[src/rtl/dp_pkg.sv]
`default_nettype none
// ============================================================================
//  Module      : dp_pkg
//  Description : Shared defaults, FSM state type and width helper for the
//                streaming dot-product MAC.
//  Revision    : 1.0 - initial release
// ============================================================================
package dp_pkg;

    localparam int DP_ELEM_W  = 5;
    localparam int DP_VEC_LEN = 4;
    localparam int DP_ACC_W   = 16;

    typedef enum logic [1:0] {
        ACCUM = 2'd0,
        DRAIN = 2'd1,
        DONE  = 2'd2
    } dp_state_t;

    // Smallest accumulator that can hold VEC_LEN full-scale signed products
    function automatic int dp_min_acc_w(input int elem_w, input int vec_len);
        return 2 * elem_w + $clog2(vec_len);
    endfunction

endpackage
`default_nettype wire

[src/rtl/dp_mult_stage.sv]
`default_nettype none
// ============================================================================
//  Module      : dp_mult_stage
//  Description : Registered signed multiplier (pipeline stage 1) with a
//                companion valid bit.
//  Revision    : 1.0 - initial release
// ============================================================================
module dp_mult_stage
    import dp_pkg::*;
#(
    parameter int ELEM_W = DP_ELEM_W
) (
    input  logic                  clk,
    input  logic                  rst_n,
    input  logic                  en,
    input  logic [ELEM_W-1:0]     a,
    input  logic [ELEM_W-1:0]     b,
    output logic [2*ELEM_W-1:0]   p,
    output logic                  p_vld
);

    localparam int c_P_W = 2 * ELEM_W;

    logic signed [c_P_W-1:0] w_a_ext;
    logic signed [c_P_W-1:0] w_b_ext;
    logic signed [c_P_W-1:0] w_prod;

    // Sign-extend to the product width so the truncated product is exact
    assign w_a_ext = {{ELEM_W{a[ELEM_W-1]}}, a};
    assign w_b_ext = {{ELEM_W{b[ELEM_W-1]}}, b};
    assign w_prod  = w_a_ext * w_b_ext;

    // Capture the product of each accepted pair; valid follows the accept
    always_ff @(posedge clk or negedge rst_n) begin
        if (!rst_n) begin
            p     <= '0;
            p_vld <= 1'b0;
        end else begin
            p_vld <= en;
            if (en) begin
                p <= w_prod;
            end
        end
    end

endmodule
`default_nettype wire

[src/rtl/dot_product_stream_mac.sv]
`default_nettype none
// ============================================================================
//  Module      : dot_product_stream_mac
//  Description : Streaming signed dot product. Accepts one (a, b) pair per
//                handshake, accumulates VEC_LEN products and presents one
//                result with a framing-error flag per vector.
//  Revision    : 1.0 - initial release
// ============================================================================
module dot_product_stream_mac
    import dp_pkg::*;
#(
    parameter int ELEM_W  = DP_ELEM_W,
    parameter int VEC_LEN = DP_VEC_LEN,
    parameter int ACC_W   = DP_ACC_W
) (
    input  logic                clk,
    input  logic                rst_n,
    input  logic                in_valid,
    output logic                in_ready,
    input  logic [ELEM_W-1:0]   in_a,
    input  logic [ELEM_W-1:0]   in_b,
    input  logic                in_last,
    output logic                out_valid,
    input  logic                out_ready,
    output logic [ACC_W-1:0]    out_result,
    output logic                out_err
);

    localparam int c_P_W   = 2 * ELEM_W;
    localparam int c_CNT_W = (VEC_LEN > 1) ? $clog2(VEC_LEN) : 1;
    localparam logic [c_CNT_W-1:0] c_CNT_LAST = c_CNT_W'(VEC_LEN - 1);

    generate
        if (VEC_LEN < 2 || ACC_W < dp_min_acc_w(ELEM_W, VEC_LEN)) begin : g_param_check
            $error("dot_product_stream_mac: VEC_LEN must be >= 2 and ACC_W >= 2*ELEM_W+clog2(VEC_LEN)");
        end
    endgenerate

    dp_state_t            r_state;
    dp_state_t            w_state_nxt;
    logic [c_CNT_W-1:0]   r_count;
    logic [ACC_W-1:0]     r_acc;
    logic                 r_err;
    logic                 w_accept;
    logic                 w_out_hs;
    logic                 w_is_last_slot;
    logic [c_P_W-1:0]     w_p;
    logic                 w_p_vld;
    logic [ACC_W-1:0]     w_p_ext;

    assign w_accept       = in_valid && in_ready;
    assign w_out_hs       = out_valid && out_ready;
    assign w_is_last_slot = (r_count == c_CNT_LAST);
    assign w_p_ext        = {{(ACC_W - c_P_W){w_p[c_P_W-1]}}, w_p};

    assign out_result = r_acc;
    assign out_err    = r_err;

    dp_mult_stage #(
        .ELEM_W (ELEM_W)
    ) u_mult (
        .clk    (clk),
        .rst_n  (rst_n),
        .en     (w_accept),
        .a      (in_a),
        .b      (in_b),
        .p      (w_p),
        .p_vld  (w_p_vld)
    );

    // FSM state register
    always_ff @(posedge clk or negedge rst_n) begin
        if (!rst_n) begin
            r_state <= ACCUM;
        end else begin
            r_state <= w_state_nxt;
        end
    end

    // Next-state and handshake outputs; in_ready is held low throughout reset
    always_comb begin
        w_state_nxt = r_state;
        in_ready    = 1'b0;
        out_valid   = 1'b0;
        case (r_state)
            ACCUM: begin
                in_ready = rst_n;
                if (w_accept && w_is_last_slot) begin
                    w_state_nxt = DRAIN;
                end
            end
            DRAIN: begin
                w_state_nxt = DONE;
            end
            DONE: begin
                out_valid = 1'b1;
                if (out_ready) begin
                    w_state_nxt = ACCUM;
                end
            end
            default: begin
                w_state_nxt = ACCUM;
            end
        endcase
    end

    // Element counter; the count alone closes a vector, not in_last
    always_ff @(posedge clk or negedge rst_n) begin
        if (!rst_n) begin
            r_count <= '0;
        end else if (w_accept) begin
            r_count <= w_is_last_slot ? '0 : r_count + 1'b1;
        end
    end

    // Stage 2 accumulator; cleared when the held result is taken
    always_ff @(posedge clk or negedge rst_n) begin
        if (!rst_n) begin
            r_acc <= '0;
        end else if (w_out_hs) begin
            r_acc <= '0;
        end else if (w_p_vld) begin
            r_acc <= r_acc + w_p_ext;
        end
    end

    // Sticky framing error: in_last must coincide exactly with the final slot
    always_ff @(posedge clk or negedge rst_n) begin
        if (!rst_n) begin
            r_err <= 1'b0;
        end else if (w_out_hs) begin
            r_err <= 1'b0;
        end else if (w_accept && (in_last != w_is_last_slot)) begin
            r_err <= 1'b1;
        end
    end

endmodule
`default_nettype wire
[config.mk]
export PLATFORM = sky130hd
export DESIGN_NAME = dot_product_stream_mac
export DESIGN_NICKNAME = d
export VERILOG_FILES = /design/src/rtl/dp_pkg.sv /design/src/rtl/dp_mult_stage.sv /design/src/rtl/dot_product_stream_mac.sv
export SDC_FILE = /design/constraint.sdc
export NUM_CORES = 1
export LEC_CHECK = 0
export BUFFER_PORTS_ARGS = -buffer_cell sky130_fd_sc_hd__buf_2
export CAP_MARGIN = 20
export CORE_ASPECT_RATIO = 1.75
export CORE_MARGIN = 2
export CORE_UTILIZATION = 35
export CTS_CLUSTER_DIAMETER = 30
export DETAILED_ROUTE_END_ITERATION = 10
export PLACE_DENSITY = 0.63
export SETUP_SLACK_MARGIN = 0.1
export SLEW_MARGIN = 20
export SYNTH_ARGS = -nofsm -noshare
export SYNTH_HDL_FRONTEND = slang
export SYNTH_SLANG_ARGS = --single-unit
[constraint.sdc]
create_clock -name clk -period 2.5 [get_ports clk]
set_clock_uncertainty 0.05 [all_clocks]
set_input_delay 0.375 -clock clk [delete_from_list [all_inputs] [get_ports clk]]
set_output_delay 0.375 -clock clk [all_outputs]
set_load 0.005 [all_outputs]
==> Word-level counts from Yosys, hierarchy flattened <==
Index checks and enable logic that the tools add are counted.
{ "classes": {"add_sub_neg": 2, "mul": 1, "div": 0, "magnitude_cmp": 0, "eq_ne": 6, "shifts": 0, "mux": 10, "bitwise": 0, "n_reduce_logical": 8} }
{ "op_table": {"columns": ["op", "count"], "rows": [
  ["2-to-1 mux 16 bit", 2],
  ["adder 16 bit", 1],
  ["multiplier 5 x 5 -> 10 bit", 1],
  ["2-to-1 mux 2 bit", 3],
  ["case mux 2 bit (3 select lines)", 1],
  ["equality test 2 bit, second input constant", 2],
  ["logical AND 1 bit", 4],
  ["2-to-1 mux 1 bit", 4],
  ["!= test 2 bit, second input constant", 2],
  ["nonzero test 2 bit", 2],
  ["adder 2 x 1 -> 2 bit, second input constant", 1],
  ["equality test 2 x 1 -> 1 bit, second input constant", 1],
  ["zero test 2 bit", 1],
  ["AND reduction 2 bit", 1],
  ["!= test 1 bit", 1]
]} }
{ "totals": {"ff_bits": 32, "latchBits": 0, "ram_bits": 0, "rom_bits": 0, "input_bits": 15, "output_inout_bits": 19, "word_cells": 33, "n_memories": 0} }

==> Depth between registers and ports, before layout <==
Gate-level depths: netlist (run 1).
{ "depth": {"depth_word": 6, "depth_mapped": 14, "ltp_nobuf": 14} }

==> By module <==
A second synthesis (run 1) with hierarchy kept.
{ "hier_totals": {"cells_unflattened": 303, "area_unflattened_um2": 2937.8} }
{ "modules_own_cells": {"columns": ["mod", "instances", "cells_each", "area_per_inst_um2", "seq_area_each_um2"], "rows": [
  ["dot_product_stream_mac", 1, 172, 1586.5, 525.5],
  ["dp_mult_stage", 1, 131, 1351.3, 275.3]
]} }

==> Worst setup path after synthesis (run 1) <==
Ideal clock, no wire load.
{ "synth_timing": {"path_type": "input to register", "from": "in in_a[4]", "to": "reg u_mult.p[8]", "setup_time_ns": 0.130, "t_arrival_ns": 3.203, "t_required_ns": 2.320, "slack_ns": -0.882, "stages": 13, "n_path_buf": 0, "cell_sequence": "and2_1 -> fa_1 -> inv_1 -> fa_1 -> fa_1 -> inv_1 -> ha_1 -> a21o_1 -> a21oi_1 -> o21bai_1 -> a21oi_1 -> xor2_1 -> o21ai_1"} }
{ "synth_via": {"elab_chain_cells": 1} }
{ "synth_rtl": {"columns": ["item", "line", "source"], "rows": [
  ["from (decl)", "dot_product_stream_mac.sv:20", "input logic [ELEM_W-1:0] in_a,"],
  ["multiplier 5 x 5 -> 10 bit", "dp_mult_stage.sv:31", "assign w_prod = w_a_ext * w_b_ext;"],
  ["to (signal assigned)", "dp_mult_stage.sv:41", "p <= w_prod;"],
  ["to (decl)", "dp_mult_stage.sv:18", "output logic [2*ELEM_W-1:0] p,"]
]} }
Every way passes these cells.
A chain may end at the register's enable or synchronous reset.

==> Worst setup path after layout (run 1) <==
{ "layout_timing": {"from": "in in_b[1]", "to": "reg u_mult.p[9]"} }
{ "layout_via": {"elab_chain_cells": 1} }
{ "layout_rtl": {"columns": ["item", "line", "source"], "rows": [
  ["from (decl)", "dot_product_stream_mac.sv:21", "input logic [ELEM_W-1:0] in_b,"],
  ["multiplier 5 x 5 -> 10 bit", "dp_mult_stage.sv:31", null]
]} }
Every way passes these cells.

==> impl_metrics.json, run 1 <==
{
  "status": "finished, violations left",
  "violations": "negative setup slack",
  "max_clock_freq_ghz": 0.3213,
  "netSwitchingPower_mw": 1.904,
  "ir_worst_vdd_v": 0.0004696,
  "reg2reg_slack_ns": 0.22,
  "fp.dieW_um": 73.68,
  "setup_viol": 6,
  "slew_viol_final": 0,
  "holdWs_ns": 0.1371,
  "rr_startpoint": "out_result[0]",
  "die_area_mm2": 0.009280,
  "grt_max_degree": 33,
  "async_flop_share": 1.000,
  "clock-root-buffer": "clkbuf_16",
  "cap_violations": 0,
  "crit_type": "in2reg",
  "max_slew.worst_pin.slew_ns": 0.6123,
  "fin_crit_ns": 3.112,
  "startpoint_type": "input port",
  "grt.overflow.total": 0,
  "cts.sinks": 32,
  "antenna_found_initial": 0,
  "clock_latency_ns": 0.28,
  "drtIter0Drc": 93,
  "clockPowerShare": 0.160,
  "cts_tree": "yes",
  "powerDensity_mw_per_mm2": 1190,
  "coreArea_mm2": 0.008258,
  "dr.pass1.iters": 4,
  "port_buffers": 33,
  "fin_ws_ns": -0.6120,
  "rsz0062_at_grt": "yes",
  "p_comb_frac": 0.625,
  "relSlewSlack": 0.5908,
  "seq_power_share": 0.215,
  "grt_pass1_vias": 2557,
  "row_count": 44,
  "postSynthNetCount": 389,
  "via_per_inst": 5.166,
  "clock_path_buffers": 2,
  "r2r-end": "out_result[10]",
  "holdCritPathClass": "in2async",
  "fill_cells": 834,
  "gp_congestion": 0.9194,
  "final_cell_mix": "nand2_1 (39), dfrtp_1 (32), buf_2 (31)",
  "place_ws_ns": -1.001,
  "netlist_area_mm2": 0.002974,
  "fin_crit_sh": 1.245,
  "critPathArrivalTime_ns": 3.20,
  "max_stage_delay_ns": 0.53,
  "cpMostUsedCell": "fa_1",
  "layout_commonest_cell": "nand2_1",
  "ys_ff_latch": 32,
  "power.internal_mw": 2.460,
  "synth_cell_types": 51,
  "grt_util_all_layers": 0.1592,
  "critPathRequiredTime_ns": 2.59,
  "end_kind": "flip-flop",
  "hold_viol": 0,
  "hold_buffers": 0,
  "clkSlewWorstSetupHoldPaths_ns": 0.05,
  "dpl.hpwl_um": 5514,
  "wire_per_inst_um": 14.12,
  "cpMaxStageDelayCell": "fa_1",
  "ios": 34,
  "die_h_um": 125.9,
  "routed_wl_um": 6705,
  "drive_gt1_frac": 0.2533,
  "synth.avg_cell_area_um2": 9.151,
  "cp_max_fo": 2,
  "start_util": 0.3602,
  "swShare": 0.4363,
  "nets": 446,
  "crit_path_cell_trace": "buf_8 > and2_4 > fa_1 > inv_1 > fa_1 > fa_1 > inv_2 > fa_2 > a21oi_2 > nor2_2 > nor2_2 > o21ai_1 > xnor2_1 > o21ai_1",
  "num_antenna_cells": 0,
  "final_antenna_net_count": 0,
  "synth_edf_count": 0,
  "ys_seq_area_frac": 0.2692,
  "grt_pass1_wl_um": 11470,
  "post-route-drc-count": 0,
  "cts_buffers": 5,
  "syn_inst": 325,
  "via_count": 2454,
  "htree_levels": 2,
  "yosys_warnings": 0,
  "ys.flop_type": "dfrtp_1",
  "worst_r2r_path_depth": 8,
  "p_leak_nw": 1.763,
  "area_delta_synth_final_pct": 23.35
}
-- synthesized netlist by cell type (all sizes together) (2+ instances only) --
master | number | area, um2
and2 | 16 | 100.1
o21bai | 2 | 18.77
xor2 | 5 | 43.79
nor2b | 6 | 37.54
xnor2 | 11 | 96.34
nor3 | 2 | 10.01
o21ai | 18 | 93.84
mux2i | 8 | 80.08
nor3b | 3 | 32.53
dfrtp | 32 | 800.8
ha | 31 | 387.9
clkbuf | 5 | 18.77
a21o | 6 | 45.04
o21a | 5 | 37.54
inv | 29 | 108.9
nand4 | 3 | 18.77
nand2b | 5 | 31.28
and3 | 2 | 12.51
mux2 | 2 | 22.52
o22ai | 3 | 18.77
o31ai | 3 | 32.53
nor4 | 3 | 25.02
nand2 | 40 | 152.6
o211ai | 4 | 35.03
fa | 18 | 360.4
buf | 2 | 15.01
nor2 | 24 | 90.09
a21oi | 15 | 82.58
a211oi | 5 | 47.54
nand3 | 8 | 40.04
-- timing repair --
| action | CTS | global route |
|---|---|---|
| cloned | 0 | 0 |
| pin swaps | 15 | 4 |
| resized for setup | 9 | 7 |
| setup endpoints to repair | 9 | 8 |
| setup buffers | 1 | 0 |
-- state kept, by name, indices dropped and copies added, names as in the netlist --
| register | count |
|---|---|
| u_mult.p_vld | 1 |
| out_result | 16 |
| r_state | 2 |
| r_count | 2 |
| u_mult.p | 10 |
| out_err | 1 |
-- layer usage --
layer  vias up  routed length [um]  GRT usage  share of wire
li1       1228                   -          -              -
met1      1167                2389     0.1578           0.36
met2        45                3979     0.3062           0.59
met3        14                 141    0.02000          0.021
met4         0                 194    0.07807          0.029
met5         -                   0          0              0
-- how the worst max path moves through the flow --
stage | start | endpoint | slack (ns) | cells past startpoint
2_1_floorplan | in_a[4] | u_mult.p[8] | -0.73 | 13
3_3_place_gp | in_a[4] | u_mult.p[8] | -0.93 | 14
3_5_place_dp | in_a[4] | u_mult.p[9] | -1.00 | 14
4_1_cts | in_b[1] | u_mult.p[8] | -0.64 | 14
5_1_grt | in_b[1] | u_mult.p[9] | -0.79 | 14
6_report | in_b[1] | u_mult.p[9] | -0.61 | 14
-- critical path: cells and delay by family --
kind | cells | cell delay [ns]
buffers and inverters | 3 | 0.21
AO/OA/AOI/OAI | 3 | 0.31
XOR/XNOR | 1 | 0.15
adder cells (fa/ha/maj) | 4 | 1.85
AND/OR/NAND/NOR | 3 | 0.32
-- power by group through the flow --
stage / combinational [mW] / clock, mW / sequential (mW)
after detailed placement: 2.65 / 0 / 0.952
after global placement: 2.60 / 0 / 0.937
after CTS: 2.69 / 0.716 / 0.944
after global routing: 3.06 / 0.742 / 0.972
after floorplan: 1.97 / 0 / 0.914
final: 2.73 / 0.698 / 0.937
-- per-stage QoR --
| step | setup TNS [ns] | area, um2 | utilization | total power [mW] | std cells |
|---|---|---|---|---|---|
| final | -2.642 | 3669 | 0.4442 | 4.364 | 475 |
| after global routing | -3.421 | 3669 | 0.4442 | 4.772 | 475 |
| after CTS | -2.739 | 3637 | 0.4405 | 4.347 | 475 |
| after detailed placement | -4.871 | 3431 | 0.4155 | 3.604 | 466 |
| after global placement | -4.591 | 3431 | 0.4155 | 3.533 | 466 |
| after floorplan | -3.178 | 3012 | - | 2.885 | 325 |
-- cell type report --
| cell class | count | area, um2 | area share |
|---|---|---|---|
| well taps | 92 | 115.1 | 0.03138 |
| repair buffers | 57 | 361.6 | 0.09857 |
| clock buffers | 5 | 125.1 | 0.03411 |
| multi-input cells | 257 | 2115 | 0.5764 |
| clock inverters | 3 | 42.54 | 0.01160 |
| inverters | 29 | 108.9 | 0.02967 |
| flip-flops and latches | 32 | 800.8 | 0.2183 |
-- cells by family after synthesis --
family,share of synthesized area
AOI/OAI and AO/OA,0.1536
muxes,0.03450
xor gates and xnor gates,0.04712
adders and majority gates,0.2516
buffers and inverters,0.04796
DFF,0.2692
and+or+nand+nor,0.1961
No activity file was read; power rests on OpenSTA's default activity.
==> run 2, diff against run 1 <==
- ABC_AREA: not set -> 0
- PLACE_DENSITY: 0.63 -> not set
==> impl_metrics.json, run 2 (synthesis results as in run 1) <==
{
  "max_slew.worst_pin.slew_ns": 0.5155,
  "grt_max_degree": 33,
  "p_leak_nw": 1.787,
  "largest_reg_flops": 16,
  "powerDensity_mw_per_mm2": 1177,
  "drtIter0Drc": 84,
  "end_kind": "flip-flop",
  "clock-root-buffer": "clkbuf_16",
  "htree_levels": 2,
  "routed_wl_um": 6456,
  "tns_ns": -2.322,
  "holdCritPathClass": "in2async",
  "place_ws_ns": -0.9310,
  "finalPower_mw": 4.370,
  "final_cell_mix": "nand2_1 (39), dfrtp_1 (32), buf_2 (31)",
  "relSlewSlack": 0.6563,
  "fp.dieW_um": 73.68,
  "via_count": 2485,
  "startpoint_type": "input port",
  "cap_violations": 0,
  "antenna_found_initial": 0,
  "dpl.hpwl_um": 5401,
  "gp_congestion": 0.8453,
  "worst_r2r_path_depth": 8,
  "grt.overflow.total": 0,
  "critPathArrivalTime_ns": 3.19,
  "fin_crit_ns": 3.076,
  "hold_viol": 0,
  "status": "finished, violations left",
  "dr.pass1.iters": 4,
  "r2r-end": "out_result[10]",
  "crit_type": "in2reg",
  "violations": "negative setup slack",
  "clkSlewWorstSetupHoldPaths_ns": 0.05,
  "reg2reg_slack_ns": 0.20,
  "hold_buffers": 0,
  "design_area_mm2": 0.003712,
  "ios": 34,
  "coreArea_mm2": 0.008258,
  "post-route-drc-count": 0,
  "critPathRequiredTime_ns": 2.61,
  "cts_buffers": 5,
  "rr_startpoint": "out_result[0]",
  "fin_util": 0.4495,
  "row_count": 44,
  "place_area_mm2": 0.003446,
  "fin_ws_ns": -0.5757,
  "start_util": 0.3602,
  "clock_latency_ns": 0.28,
  "cts.sinks": 32,
  "port_buffers": 33,
  "via_per_inst": 5.166,
  "grt_pass1_vias": 2578,
  "cts_tree": "yes",
  "max_clock_freq_ghz": 0.3251,
  "drive_gt1_frac": 0.2622,
  "met3_length_um": 141,
  "ir_worst_vdd_v": 0.0003277,
  "grt_util_all_layers": 0.1585,
  "die_area_mm2": 0.009280,
  "wirelength_met1_um": 2318,
  "cp_max_fo": 5,
  "grt_pass1_wl_um": 11440,
  "top_layer": "met4",
  "nets": 452,
  "setup_viol": 6,
  "rsz0062_at_grt": "yes",
  "final_antenna_net_count": 0,
  "die_h_um": 125.9,
  "num_antenna_cells": 0,
  "met2_length_um": 3802,
  "layout_commonest_cell": "nand2_1",
  "slew_viol_final": 0,
  "area_delta_synth_final_pct": 24.82,
  "fin_crit_sh": 1.230,
  "wire_per_inst_um": 13.42,
  "clock_path_buffers": 2
}
-- run 2: cell type report --
| cell class | instances | area (um2) |
|---|---|---|
| fillers | 810 | 4546 |
| multi-input cells | 257 | 2117 |
| flip-flops and latches | 32 | 800.8 |
| repair buffers | 63 | 406.6 |
| clock buffers | 6 | 128.9 |
| well taps | 92 | 115.1 |
| inverters | 29 | 108.9 |
| clock inverters | 2 | 35.03 |
-- run 2: repair_timing --
action | 4_1_cts | 5_1_grt
setup endpoints to repair | 8 | 8
setup buffers | 1 | 4
resized for setup | 11 | 6
pin swaps | 13 | 9
-- run 2: critical path, cell delays in order --
cell     delay [ns]
buf_2          0.13
and2_1         0.18
buf_4          0.15
fa_1           0.52
inv_1          0.05
fa_1           0.46
fa_1           0.52
inv_1          0.04
ha_1           0.34
nand2_1        0.06
o21ai_1        0.15
xnor2_1        0.13
o21ai_1        0.07
-- run 2: report_power, final --
part           switching [mW]  total, mW  internal [mW]
sequential              0.191      0.934          0.744
clock                   0.214      0.682          0.468
combinational            1.47       2.75           1.28
total                    1.87       4.37           2.50
-- run 2: per-layer routing --
layer | track usage | up-vias
met5 | 0 | -
met4 | 0.08235 | 0
met3 | 0.01760 | 12
met2 | 0.3099 | 32
met1 | 0.1515 | 1201
li1 | - | 1240
-- run 2: per-stage QoR --
step                      instances  hold slack (ns)
after detailed placement        468           0.4120
after global placement          468           0.4128
after floorplan                 325          0.02941
final                           481           0.1319
after global routing            481           0.1687
after CTS                       477           0.1524
-- run 2: worst max path at each step --
| stage | from | to | cells past startpoint |
|---|---|---|---|
| after floorplan | in_a[4] | u_mult.p[8] | 13 |
| after CTS | in_b[1] | u_mult.p[8] | 14 |
| after global routing | in_b[1] | u_mult.p[8] | 14 |
| final | in_b[2] | u_mult.p[9] | 13 |
| after detailed placement | in_a[4] | u_mult.p[9] | 14 |
| after global placement | in_a[4] | u_mult.p[9] | 14 |
==> run 3, diff against run 2 <==
- CORE_ASPECT_RATIO: 1.75 -> 2
==> impl_metrics.json, run 3 (synthesis results as in run 1) <==
{
  "nets": 450,
  "tns_ns": -2.871,
  "final_cell_mix": "nand2_1 (39), dfrtp_1 (32), buf_2 (31)",
  "cts.sinks": 32,
  "grt_pass1_wl_um": 11860,
  "end_kind": "flip-flop",
  "setup_viol": 6,
  "row_count": 47,
  "die_h_um": 134.4,
  "fin_ws_ns": -0.6017,
  "worst_r2r_path_depth": 8,
  "r2r-end": "out_result[10]",
  "power.internal_mw": 2.366,
  "netSwitchingPower_mw": 1.890,
  "via_per_inst": 5.174,
  "placed_cells": 473,
  "antenna_found_initial": 0,
  "coreArea_mm2": 0.008292,
  "clock-root-buffer": "clkbuf_16",
  "fin_crit_sh": 1.241,
  "p_comb_frac": 0.643,
  "final_antenna_net_count": 0,
  "powerDensity_mw_per_mm2": 1155,
  "crit_end": "u_mult.p[9]",
  "crit_type": "in2reg",
  "post-route-drc-count": 0,
  "ios": 34,
  "seq_power_share": 0.220,
  "rr_startpoint": "out_result[0]",
  "cp-startpoint": "in_a[3]",
  "critPathRequiredTime_ns": 2.61,
  "fill_cells": 810,
  "cts_buffers": 5,
  "wire_per_inst_um": 14.26,
  "relSlewSlack": 0.6422,
  "rsz0062_at_grt": "yes",
  "final_cells": 484,
  "htree_levels": 2,
  "drive_gt1_frac": 0.2617,
  "start_util": 0.3587,
  "grt_max_degree": 33,
  "gp_congestion": 0.8411,
  "routed_wl_um": 6900,
  "die_area_mm2": 0.009295,
  "num_antenna_cells": 0,
  "clockPowerShare": 0.137,
  "clock_path_buffers": 2,
  "holdWs_ns": 0.1659,
  "hold_viol": 0,
  "cp_max_fo": 5,
  "holdCritPathClass": "in2async",
  "grt.overflow.total": 0,
  "ir_worst_vdd_v": 0.0004850,
  "grt_util_all_layers": 0.1602,
  "slew_viol_final": 0,
  "reg2reg_slack_ns": 0.22,
  "dr.pass1.iters": 4,
  "largest_reg_flops": 16,
  "max_clock_freq_ghz": 0.3224,
  "violations": "negative setup slack",
  "cts_tree": "yes",
  "p_leak_nw": 1.766,
  "clock_latency_ns": 0.28,
  "critPathArrivalTime_ns": 3.21,
  "drtIter0Drc": 108,
  "grt_pass1_vias": 2660,
  "fp.dieW_um": 69.18,
  "status": "finished, violations left",
  "port_buffers": 33,
  "via_count": 2504,
  "dpl.hpwl_um": 5649,
  "fin_crit_ns": 3.102,
  "cap_violations": 0,
  "clkSlewWorstSetupHoldPaths_ns": 0.05,
  "swShare": 0.4441,
  "layout_commonest_cell": "nand2_1",
  "area_delta_synth_final_pct": 23.90,
  "max_slew.worst_pin.slew_ns": 0.5367,
  "startpoint_type": "input port"
}
[run 3: layer usage]
layer	vias up	wire length [um]	track usage
met5	-	0	0
met4	0	306	0.1035
met3	17	189	0.02329
met2	50	4144	0.3226
met1	1207	2260	0.1407
li1	1230	-	-
[run 3: critical path: stages]
cell and delay (ns):
buf_8 0.10, and2_4 0.15, fa_1 0.53, inv_1 0.05, fa_1 0.46, fa_1 0.53, inv_2 0.06, fa_2 0.36
a21oi_2 0.15, nor2_2 0.05, nor2_2 0.14, o21ai_2 0.07, xnor2_1 0.13, o21ai_1 0.07
[run 3: what timing repair did]
item,4_1_cts,5_1_grt
buffers inserted,2,2
gates resized for setup,11,7
hold buffers,0,0
pin swaps,13,5
endpoints found under the setup margin,8,9
hold endpoints to repair,0,0
[run 3: power groups by stage]
stage | sequential [mW] | clock [mW] | combinational [mW]
finish | 0.937 | 0.581 | 2.74
global route | 0.976 | 0.611 | 3.07
CTS | 0.941 | 0.598 | 2.70
detailed placement | 0.947 | 0 | 2.64
global placement | 0.940 | 0 | 2.58
floorplan | 0.914 | 0 | 1.97
[run 3: worst min-delay path by stage]
stage / end / slack, ns / cells past startpoint
6_report: u_mult.p[1] / 0.17 / 2
5_1_grt: u_mult.p[1] / 0.20 / 2
4_1_cts: u_mult.p[2] / 0.17 / 2
3_5_place_dp: u_mult.p[0] / 0.42 / 2
3_3_place_gp: u_mult.p[0] / 0.41 / 2
2_1_floorplan: out_err / 0.03 / 0
[run 3: metrics by stage]
| step | utilization | setup WS [ns] | cell area (um2) | power (mW) |
|---|---|---|---|---|
| after global placement | 0.4156 | -0.8976 | 3446 | 3.516 |
| after global routing | 0.4444 | -0.7297 | 3685 | 4.660 |
| after detailed placement | 0.4156 | -0.9811 | 3446 | 3.586 |
| final | 0.4444 | -0.6017 | 3685 | 4.257 |
| after CTS | 0.4391 | -0.6237 | 3641 | 4.235 |
| after floorplan | - | -0.7281 | 3012 | 2.885 |
[run 3: cell type report]
type | instances | area (um2) | area share
Tap cell | 98 | 122.6 | 0.03328
Clock inverter | 2 | 12.51 | 0.003396
Timing Repair Buffer | 61 | 399.1 | 0.1083
Multi-Input combinational cell | 257 | 2116 | 0.5742
Clock buffer | 5 | 125.1 | 0.03396
Inverter | 29 | 108.9 | 0.02954
Sequential cell | 32 | 800.8 | 0.2173
